==> src/rtl/rank_pipe_pkg.sv <==
// Shared definitions for the rank pipeline blocks: default field widths and the
// slot entry record.
package rank_pipe_pkg;

  localparam int unsigned RankWidthDef = 16;
  localparam int unsigned MetaWidthDef = 16;

  // Bit order {valid, rank, meta} is the layout every rank block uses for a slot.
  typedef struct packed {
    logic                    valid;
    logic [RankWidthDef-1:0] rank;
    logic [MetaWidthDef-1:0] meta;
  } rank_entry_t;

  localparam int unsigned EntryWidthDef = $bits(rank_entry_t);

endpackage

==> src/rtl/pifo_cell.sv <==
// One sorted slot: holds, takes the incoming entry, or shifts from a neighbour,
// based on its own rank compare and the compare results of its neighbours.
module pifo_cell
  import rank_pipe_pkg::*;
#(
  parameter int unsigned RANK_WIDTH = RankWidthDef,
  parameter int unsigned META_WIDTH = MetaWidthDef,
  parameter bit          IS_HEAD    = 1'b0
) (
  input  logic                  clk,
  input  logic                  rst,
  input  logic                  ins_i,
  input  logic                  deq_i,
  input  logic [RANK_WIDTH-1:0] new_rank_i,
  input  logic [META_WIDTH-1:0] new_meta_i,
  input  logic                  left_valid_i,
  input  logic [RANK_WIDTH-1:0] left_rank_i,
  input  logic [META_WIDTH-1:0] left_meta_i,
  input  logic                  left_before_i,
  input  logic                  right_valid_i,
  input  logic [RANK_WIDTH-1:0] right_rank_i,
  input  logic [META_WIDTH-1:0] right_meta_i,
  input  logic                  right_before_i,
  output logic                  valid_o,
  output logic [RANK_WIDTH-1:0] rank_o,
  output logic [META_WIDTH-1:0] meta_o,
  output logic                  before_o
);

  localparam logic [1:0] SelHold  = 2'd0;
  localparam logic [1:0] SelNew   = 2'd1;
  localparam logic [1:0] SelLeft  = 2'd2;
  localparam logic [1:0] SelRight = 2'd3;

  logic                  valid_q;
  logic [RANK_WIDTH-1:0] rank_q;
  logic [META_WIDTH-1:0] meta_q;
  logic [1:0]            sel;

  // The new entry belongs at or ahead of this slot (ties stay behind).
  assign before_o = !valid_q || (rank_q > new_rank_i);

  always_comb begin
    sel = SelHold;
    if (ins_i && !deq_i) begin
      if (left_before_i)  sel = SelLeft;
      else if (before_o)  sel = SelNew;
    end else if (!ins_i && deq_i) begin
      sel = SelRight;
    end else if (ins_i && deq_i) begin
      // Sorting among the survivors: slot i now plays the role of old slot i+1.
      if (!right_before_i)             sel = SelRight;
      else if (IS_HEAD || !before_o)   sel = SelNew;
    end
  end

  always_ff @(posedge clk) begin
    if (rst) begin
      valid_q <= 1'b0;
    end else begin
      unique case (sel)
        SelNew:   valid_q <= 1'b1;
        SelLeft:  valid_q <= left_valid_i;
        SelRight: valid_q <= right_valid_i;
        default:  valid_q <= valid_q;
      endcase
    end
  end

  always_ff @(posedge clk) begin
    unique case (sel)
      SelNew:   begin rank_q <= new_rank_i;   meta_q <= new_meta_i;   end
      SelLeft:  begin rank_q <= left_rank_i;  meta_q <= left_meta_i;  end
      SelRight: begin rank_q <= right_rank_i; meta_q <= right_meta_i; end
      default:  begin rank_q <= rank_q;       meta_q <= meta_q;       end
    endcase
  end

  assign valid_o = valid_q;
  assign rank_o  = rank_q;
  assign meta_o  = meta_q;

endmodule

==> src/rtl/rank_pifo.sv <==
// Push-in first-out priority queue: DEPTH slots kept sorted by ascending rank,
// filled from a fall-through rank FIFO and drained from the lowest rank.
module rank_pifo
  import rank_pipe_pkg::*;
#(
  parameter int unsigned RANK_WIDTH = RankWidthDef,
  parameter int unsigned META_WIDTH = MetaWidthDef,
  parameter int unsigned DEPTH      = 8
) (
  input  logic                         clk,
  input  logic                         rst,
  input  logic                         src_valid,
  input  logic [RANK_WIDTH-1:0]        src_rank,
  input  logic [META_WIDTH-1:0]        src_meta,
  output logic                         src_remove,
  input  logic                         deq_req,
  output logic                         deq_valid,
  output logic [RANK_WIDTH-1:0]        deq_rank,
  output logic [META_WIDTH-1:0]        deq_meta,
  output logic [$clog2(DEPTH+1)-1:0]   count,
  output logic                         empty,
  output logic                         full,
  output logic                         err_underflow
);

  localparam int unsigned CW = $clog2(DEPTH + 1);

  logic                  slot_valid  [DEPTH];
  logic [RANK_WIDTH-1:0] slot_rank   [DEPTH];
  logic [META_WIDTH-1:0] slot_meta   [DEPTH];
  logic                  slot_before [DEPTH];

  logic                  l_valid  [DEPTH];
  logic [RANK_WIDTH-1:0] l_rank   [DEPTH];
  logic [META_WIDTH-1:0] l_meta   [DEPTH];
  logic                  l_before [DEPTH];
  logic                  r_valid  [DEPTH];
  logic [RANK_WIDTH-1:0] r_rank   [DEPTH];
  logic [META_WIDTH-1:0] r_meta   [DEPTH];
  logic                  r_before [DEPTH];

  logic [CW-1:0]         count_q, count_d;
  logic                  deq_valid_q;
  logic [RANK_WIDTH-1:0] deq_rank_q;
  logic [META_WIDTH-1:0] deq_meta_q;
  logic                  err_q;
  logic                  deq_acc, ins_acc;

  assign empty      = (count_q == '0);
  assign full       = (count_q == CW'(DEPTH));
  assign deq_acc    = deq_req && !empty;
  assign ins_acc    = !rst && src_valid && (!full || deq_acc);
  assign src_remove = ins_acc;

  for (genvar i = 0; i < DEPTH; i++) begin : g_slot
    if (i == 0) begin : g_head
      assign l_valid[i]  = 1'b0;
      assign l_rank[i]   = '0;
      assign l_meta[i]   = '0;
      assign l_before[i] = 1'b0;
    end else begin : g_mid
      assign l_valid[i]  = slot_valid[i-1];
      assign l_rank[i]   = slot_rank[i-1];
      assign l_meta[i]   = slot_meta[i-1];
      assign l_before[i] = slot_before[i-1];
    end

    // Beyond the tail sits an always-empty slot.
    if (i == DEPTH - 1) begin : g_tail
      assign r_valid[i]  = 1'b0;
      assign r_rank[i]   = '0;
      assign r_meta[i]   = '0;
      assign r_before[i] = 1'b1;
    end else begin : g_body
      assign r_valid[i]  = slot_valid[i+1];
      assign r_rank[i]   = slot_rank[i+1];
      assign r_meta[i]   = slot_meta[i+1];
      assign r_before[i] = slot_before[i+1];
    end

    pifo_cell #(
      .RANK_WIDTH (RANK_WIDTH),
      .META_WIDTH (META_WIDTH),
      .IS_HEAD    (i == 0)
    ) u_cell (
      .clk            (clk),
      .rst            (rst),
      .ins_i          (ins_acc),
      .deq_i          (deq_acc),
      .new_rank_i     (src_rank),
      .new_meta_i     (src_meta),
      .left_valid_i   (l_valid[i]),
      .left_rank_i    (l_rank[i]),
      .left_meta_i    (l_meta[i]),
      .left_before_i  (l_before[i]),
      .right_valid_i  (r_valid[i]),
      .right_rank_i   (r_rank[i]),
      .right_meta_i   (r_meta[i]),
      .right_before_i (r_before[i]),
      .valid_o        (slot_valid[i]),
      .rank_o         (slot_rank[i]),
      .meta_o         (slot_meta[i]),
      .before_o       (slot_before[i])
    );
  end

  always_comb begin
    count_d = count_q;
    if (ins_acc && !deq_acc)      count_d = count_q + CW'(1);
    else if (!ins_acc && deq_acc) count_d = count_q - CW'(1);
  end

  always_ff @(posedge clk) begin
    if (rst) begin
      count_q     <= '0;
      deq_valid_q <= 1'b0;
      deq_rank_q  <= '0;
      deq_meta_q  <= '0;
      err_q       <= 1'b0;
    end else begin
      count_q     <= count_d;
      deq_valid_q <= deq_acc;
      if (deq_acc) begin
        deq_rank_q <= slot_rank[0];
        deq_meta_q <= slot_meta[0];
      end
      if (deq_req && empty) err_q <= 1'b1;
    end
  end

  assign count         = count_q;
  assign deq_valid     = deq_valid_q;
  assign deq_rank      = deq_rank_q;
  assign deq_meta      = deq_meta_q;
  assign err_underflow = err_q;

endmodule
==> config.mk <==
export PLATFORM = sky130hd
export DESIGN_NAME = rank_pifo
export DESIGN_NICKNAME = d
export VERILOG_FILES = /design/src/rtl/rank_pipe_pkg.sv /design/src/rtl/pifo_cell.sv /design/src/rtl/rank_pifo.sv
export SDC_FILE = /design/constraint.sdc
export NUM_CORES = 1
export LEC_CHECK = 0
export CAP_MARGIN = 20
export CELL_PAD_IN_SITES_DETAIL_PLACEMENT = 1
export CELL_PAD_IN_SITES_GLOBAL_PLACEMENT = 1
export CORE_ASPECT_RATIO = 2
export CORE_MARGIN = 2
export CORE_UTILIZATION = 40
export CTS_CLUSTER_DIAMETER = 100
export DETAILED_ROUTE_END_ITERATION = 16
export PLACE_DENSITY_LB_ADDON = 0.1
export SYNTH_ARGS = -nofsm -noshare
export SYNTH_HDL_FRONTEND = slang
export SYNTH_SLANG_ARGS = --single-unit
==> constraint.sdc <==
create_clock -name clk -period 13.7 [get_ports clk]
set_clock_uncertainty 0.1 [all_clocks]
set_input_delay 2.055 -clock clk [delete_from_list [all_inputs] [get_ports clk]]
set_output_delay 2.055 -clock clk [all_outputs]
set_load 0.05 [all_outputs]
==> results.py, run 1 <==
metrics = {
    "run_status": {
        "status": "complete, no violations",
    },
    "sta": {
        "fin_crit_sh": 0.461,
        "hold_violations": 0,
        "rsz0062_at_grt": "false",
        "clock.fmax_mhz": 158,
        "worstMarginPinSlew_ps": 1100,
        "setup_viol": 0,
        "slew_violations": 0,
        "relSlewSlack": 0.266,
        "min_period_ps": 6320,
        "tns_ps": 0,
    },
    "clock_tree": {
        "postCtsSetupBuffers": 0,
        "cts.sinks": 302,
        "cts_resized": 0,
        "clk_pin_slew_worst_paths_ps": 70,
        "cts_buffers": 29,
        "cts_hold_buf": 0,
        "clk_latency_ps": 580,
        "clockBufferDepth": 3,
        "htree_levels": 1,
        "cts_root_buf": "clkbuf_16",
        "tritoncts": "done",
    },
    "placed_design": {
        "numPortBuffers": 76,
        "place_congestion": 0.924,
        "hpwl_um": 45100,
    },
    "synth": {
        "synth_most_common_cell": "edfxtp_1",
        "muxShareOfSynthArea": 0.0115,
        "yosys-top-cells-area": "edfxtp_1, ha_1, a222oi_1, dfxtp_1, nand2_1",
        "ys.flop_type": "edfxtp_1",
        "synth-simple-area-share": 0.0882,
        "synthXorXnorAreaFrac": 0.00210,
        "synth_top_area_frac": 0.461,
        "yosys.area_share.adder": 0.0988,
        "synth-edff-count": 256,
        "syn_inst": 1493,
        "synth_top_family_by_area": "compound AO/OA/AOI/OAI gates",
        "mappedNetlistArea_um2": 16700,
        "synth_compound_area_frac": 0.219,
        "syn_avg_cell_area_um2": 11.2,
        "synthArstFlopShare": 0,
        "yosys.area.top_type": "edfxtp_1",
        "ys_seq_area_frac": 0.517,
        "yosysWarningCount": 0,
        "syn-num-nets": 1660,
        "ys_types": 79,
        "synth_commonest_cells": "edfxtp_1, nand2_1, inv_1",
        "synth_seq_cells": 302,
    },
    "route": {
        "first_pass_iters": 9,
        "wl_um": 63200,
        "drc_errors": 0,
        "drtIter0Drc": 1330,
        "vias_per_cell": 6.32,
        "routed-via-count": 13200,
        "wl_per_cell_um": 30.3,
        "ant_nets": 0,
    },
    "hold_path": {
        "hold_end": "deq_rank[6]",
        "hold_path.startpoint": "deq_rank[6]",
        "worstHoldPathType": "reg2reg",
        "whs_path_depth": 2,
    },
    "job": {
        "maxCapViolCount": 0,
    },
    "finish": {
        "final_nets": 1697,
        "area.growth.synth_to_final_pct": 13.2,
        "drive_above_1_share": 0.0902,
        "utilization": 0.459,
        "diodes": 0,
    },
    "global_route": {
        "grt_pass1_wl_um": 92700,
        "grt_max_degree": 49,
        "antenna_found_initial": 0,
        "gr-total-overflow": 0,
        "grt.total_usage": 0.290,
        "grt_pass1_vias": 14100,
    },
    "power": {
        "p_int_mw": 2.93,
        "power.total_mw": 5.27,
        "powerDensity_nw_per_um2": 279,
        "ir_drop_mv": 0.129,
        "pwr-share-seq": 0.424,
        "p_sw_mw": 2.35,
        "clockPowerShare": 0.161,
        "p_sw_frac": 0.445,
        "p_comb_frac": 0.416,
        "total_leakage_power_nw": 7.37,
    },
    "floorplanning": {
        "die_h_um": 293,
        "dieArea_um2": 43400,
        "std_cell_rows": 105,
        "fp.dieW_um": 148,
        "core_um2": 41100,
        "num_io_pins": 77,
        "initial_core_util": 0.405,
    },
    "setup_path": {
        "worst_path_max_delay_cell": "o21ai_2",
        "reg2reg_to": "g_slot[4].u_cell.rank_o[14]",
        "cp.required_ps": 13880,
        "crit_path_frequent_cell": "buf_4",
        "worstSetupPathType": "in2reg",
        "r2r_start": "g_slot[3].u_cell.rank_o[15]",
        "crit_fanout": 23,
        "r2r_setup_slack_ps": 9310,
        "critPathArrivalTime_ps": 6500,
        "reg2regPathDepth": 8,
        "path_cells": "clkdlybuf4s50_1 > inv_1 > ha_1 > nand4_1 > or4_4 > o21a_2 > o21ai_2 > buf_4 > nand2_1 > buf_4",
        "cp_slowest_stage_delay_ps": 720,
        "critPathLaunchType": "input pin",
        "endpoint_kind": "register",
    },
}
==> routing by layer <==
layer | track usage | routed length, µm | share of wire
met3 | 0.0249 | 2610 | 0.041
met1 | 0.290 | 20800 | 0.33
met4 | 0.191 | 4990 | 0.079
met5 | 0 | 0 | 0
met2 | 0.558 | 34900 | 0.55
==> cells in the final DEF (no fill, tap or decap), types with 22 or more instances in the layout <==
| cell type | Yosys | routed |
|---|---|---|
| nand2_1 | 178 | 178 |
| clkbuf_16 | 0 | 32 |
| nand4_1 | 27 | 27 |
| ha_1 | 130 | 130 |
| a222oi_1 | 96 | 96 |
| a22o_1 | 50 | 50 |
| nor2_1 | 24 | 22 |
| edfxtp_1 | 256 | 256 |
| inv_1 | 146 | 146 |
| a21o_1 | 28 | 28 |
| a22oi_1 | 66 | 66 |
| dfxtp_1 | 46 | 46 |
| o21ai_0 | 63 | 61 |
| buf_4 | 8 | 30 |
| a21oi_1 | 101 | 96 |
| clkdlybuf4s50_1 | 0 | 75 |
==> power groups by stage <==
| stage | clock network, mW | registers [mW] | logic (mW) |
|---|---|---|---|
| finish | 0.847 | 2.23 | 2.19 |
| global route | 0.895 | 2.26 | 2.39 |
| CTS | 0.864 | 2.24 | 2.20 |
| detailed placement | 0 | 2.25 | 2.19 |
| global placement | 0 | 2.24 | 2.13 |
| floorplan | 0 | 2.09 | 1.35 |
==> worst max path at each step <==
stage,from,to,slack [ps],cells past startpoint
floorplan,src_rank[14],g_slot[7].u_cell.meta_o[0],7210,8
global placement,src_rank[15],g_slot[4].u_cell.rank_o[5],7020,10
detailed placement,src_rank[15],g_slot[4].u_cell.rank_o[10],6890,10
CTS,src_valid,src_remove,7410,6
global route,src_rank[11],g_slot[4].u_cell.rank_o[14],7220,12
finish,src_rank[12],g_slot[4].u_cell.rank_o[14],7380,10
==> registers in the layout (all words and copies together) (netlist names) <==
signal / flops
g_slot.u_cell.rank_o: 128
g_slot.u_cell.meta_o: 128
err_underflow: 1
deq_meta: 16
deq_valid: 1
count: 4
deq_rank: 16
g_slot.u_cell.valid_o: 8
==> per-stage QoR <==
step / hold WS, ps / cell area, µm² / setup WS [ps] / instances
after floorplan: 355 / 16700 / 7210 / 1493
after global placement: 348 / 17900 / 7020 / 2034
after detailed placement: 350 / 17900 / 6890 / 2034
after CTS: 360 / 18900 / 7410 / 2087
after global routing: 373 / 18900 / 7220 / 2087
final: 354 / 18900 / 7380 / 2087
==> worst max-delay path: cells and delay by family <==
kind / cells / cell delay [ps]
buffers and inverters: 4 / 1770
AO/OA/AOI/OAI: 2 / 990
adder cells (fa/ha/maj): 1 / 400
AND/OR/NAND/NOR: 3 / 1240
==> cell families after synthesis <==
kind of cell,count (synthesis)
mux,17
fa+ha+maj,131
compound gates,484
xor+xnor,4
flops,302
buf+inv,247
simple gates,308
==> layout make-up <==
cell class	count	area, µm²
Clock buffer	35	832
Fill cell	4362	22300
Inverter	147	552
Timing Repair Buffer	106	981
Multi-Input combinational cell	944	7070
Clock inverter	18	158
Tap cell	535	669
Sequential cell	302	8610
Note: power is estimated with default switching activity, not from simulation.
==> inputs of run 2 (changes only) <==
- clock period: 13.7 -> 5.4 ns (I/O delays scaled with it)
==> run 2 against run 1 <==
- non-clock buffer count grew 33
- die area is the same
- cell count grew 1.6%
- sequential share of layout area shrank 0.71 points
- clock power grew to 2.6 times the previous value
- first-iteration DRC count shrank 5.0%
- wire length shrank 2.5%
- sequential power grew to 2.5 times the previous value
- worst hold slack is essentially flat
- critical path type unchanged
==> results.py, run 2 (synthesis results as in run 1) <==
metrics = {
    "run_status": {
        "status": "complete, no violations",
    },
    "sta": {
        "rsz0062_at_grt": "false",
        "min_period_ps": 4520,
        "fin_crit_sh": 0.836,
        "clock.fmax_mhz": 221,
        "setup_viol": 0,
        "tns_ps": 0,
        "hold_violations": 0,
        "worst_hold_slack_ps": 355,
        "relSlewSlack": 0.422,
        "worstMarginPinSlew_ps": 868,
        "slew_violations": 0,
    },
    "global_route": {
        "grt_max_degree": 47,
        "antenna_found_initial": 0,
        "grt_pass1_wl_um": 91600,
        "grt.total_usage": 0.285,
        "grt_pass1_vias": 14200,
        "gr-total-overflow": 0,
    },
    "power": {
        "ir_drop_mv": 0.354,
        "total_leakage_power_nw": 7.55,
        "power.total_mw": 13.5,
        "powerDensity_nw_per_um2": 703,
    },
    "setup_path": {
        "cp_slowest_stage_delay_ps": 710,
        "crit_end": "g_slot[4].u_cell.rank_o[5]",
        "worstSetupPathType": "in2reg",
        "worst_path_max_delay_cell": "clkdlybuf4s50_1",
        "r2r_start": "g_slot[4].u_cell.rank_o[7]",
        "reg2reg_to": "g_slot[3].u_cell.rank_o[7]",
        "crit_fanout": 11,
        "path_cells": "clkdlybuf4s50_1 > inv_1 > buf_4 > ha_1 > nand4_1 > a311oi_1 > a2111o_1 > o31a_1 > o21ai_2 > o21ai_2 > buf_4 > a222oi_1 > inv_1",
        "critPathArrivalTime_ps": 4730,
        "endpoint_kind": "register",
        "critPathLaunchType": "input pin",
        "r2r_setup_slack_ps": 1790,
        "cp.required_ps": 5620,
        "cp-startpoint": "src_rank[5]",
        "reg2regPathDepth": 9,
    },
    "clock_tree": {
        "cts_hold_buf": 0,
        "htree_levels": 1,
        "clk_pin_slew_worst_paths_ps": 70,
        "clk_latency_ps": 590,
        "postCtsSetupBuffers": 0,
        "cts_buffers": 30,
        "clockBufferDepth": 3,
        "cts_root_buf": "clkbuf_16",
        "tritoncts": "done",
        "cts.sinks": 302,
        "cts_resized": 0,
    },
    "finish": {
        "regArea_um2": 8610,
        "drive_above_1_share": 0.104,
        "utilization": 0.466,
        "fin_cells": 2121,
        "diodes": 0,
        "final_cell_mix": "edfxtp_1, nand2_1, inv_1, ha_1",
        "fill_cells": 4436,
        "final_nets": 1731,
        "area.growth.synth_to_final_pct": 15.0,
        "layout_commonest_cell": "edfxtp_1",
        "multi_input_area_um2": 7070,
    },
    "placed_design": {
        "numPortBuffers": 76,
        "place_congestion": 0.879,
        "dp.cells": 2066,
        "hpwl_um": 45700,
    },
    "floorplanning": {
        "core_um2": 41100,
        "initial_core_util": 0.405,
        "std_cell_rows": 105,
        "dieArea_um2": 43400,
        "die_h_um": 293,
        "num_io_pins": 77,
        "fp.dieW_um": 148,
    },
    "route": {
        "drtIter0Drc": 1264,
        "wl_per_cell_um": 29.1,
        "wl_um": 61600,
        "first_pass_iters": 9,
        "routed-via-count": 13100,
        "drc_errors": 0,
        "ant_nets": 0,
        "vias_per_cell": 6.19,
    },
    "hold_path": {
        "worstHoldPathType": "reg2reg",
        "whs_path_depth": 2,
    },
    "job": {
        "maxCapViolCount": 0,
    },
}
[run 2: cell types whose count changed in the layout (fill, tap and decap cells not counted), moves of 3 or more]
cell        change
buf_4          +29
clkbuf_1        +6
clkinvlp_4      -3
buf_12          +3
clkinv_4        -3
[run 2: area by class of cell]
cell class,instances,area share
Timing Repair Buffer,139,0.0671
Clock buffer,38,0.0418
Inverter,147,0.0288
Multi-Input combinational cell,944,0.369
Sequential cell,302,0.449
Tap cell,535,0.0349
Clock inverter,16,0.00960
[run 2: power breakdown]
| group | leakage (nW) | switching (mW) | internal (mW) | total, mW |
|---|---|---|---|---|
| clock | 0.488 | 0.964 | 1.24 | 2.20 |
| combinational | 4.20 | 3.63 | 1.99 | 5.63 |
| sequential | 2.86 | 1.26 | 4.38 | 5.64 |
[run 2: per-layer routing]
layer,track usage,wire [µm]
met5,0,0
met4,0.199,4980
met3,0.0240,2180
met2,0.542,34200
met1,0.285,20300
[run 2: metrics by stage]
step | area [µm²] | setup slack [ps]
floorplan | 16700 | 154
global placement | 18200 | 388
detailed placement | 18200 | 345
CTS | 19100 | 914
global route | 19200 | 699
finish | 19200 | 885
[run 2: worst min-delay path by stage]
| stage | endpoint | slack, ps | startpoint |
|---|---|---|---|
| after floorplan | g_slot[5].u_cell.valid_o | 360 | g_slot[5].u_cell.valid_o |
| after global placement | deq_rank[6] | 340 | deq_rank[6] |
| after detailed placement | deq_rank[5] | 350 | deq_rank[5] |
| after CTS | deq_rank[5] | 360 | deq_rank[5] |
| after global routing | deq_meta[10] | 380 | deq_meta[10] |
| final | deq_rank[5] | 350 | deq_rank[5] |
[run 2: worst max-delay path: cells and delay by family]
| family | cells | cell delay [ps] |
|---|---|---|
| AND/OR/NAND/NOR | 1 | 90 |
| adder cells (fa/ha/maj) | 1 | 310 |
| AO/OA/AOI/OAI | 6 | 1860 |
| buffers and inverters | 5 | 1660 |
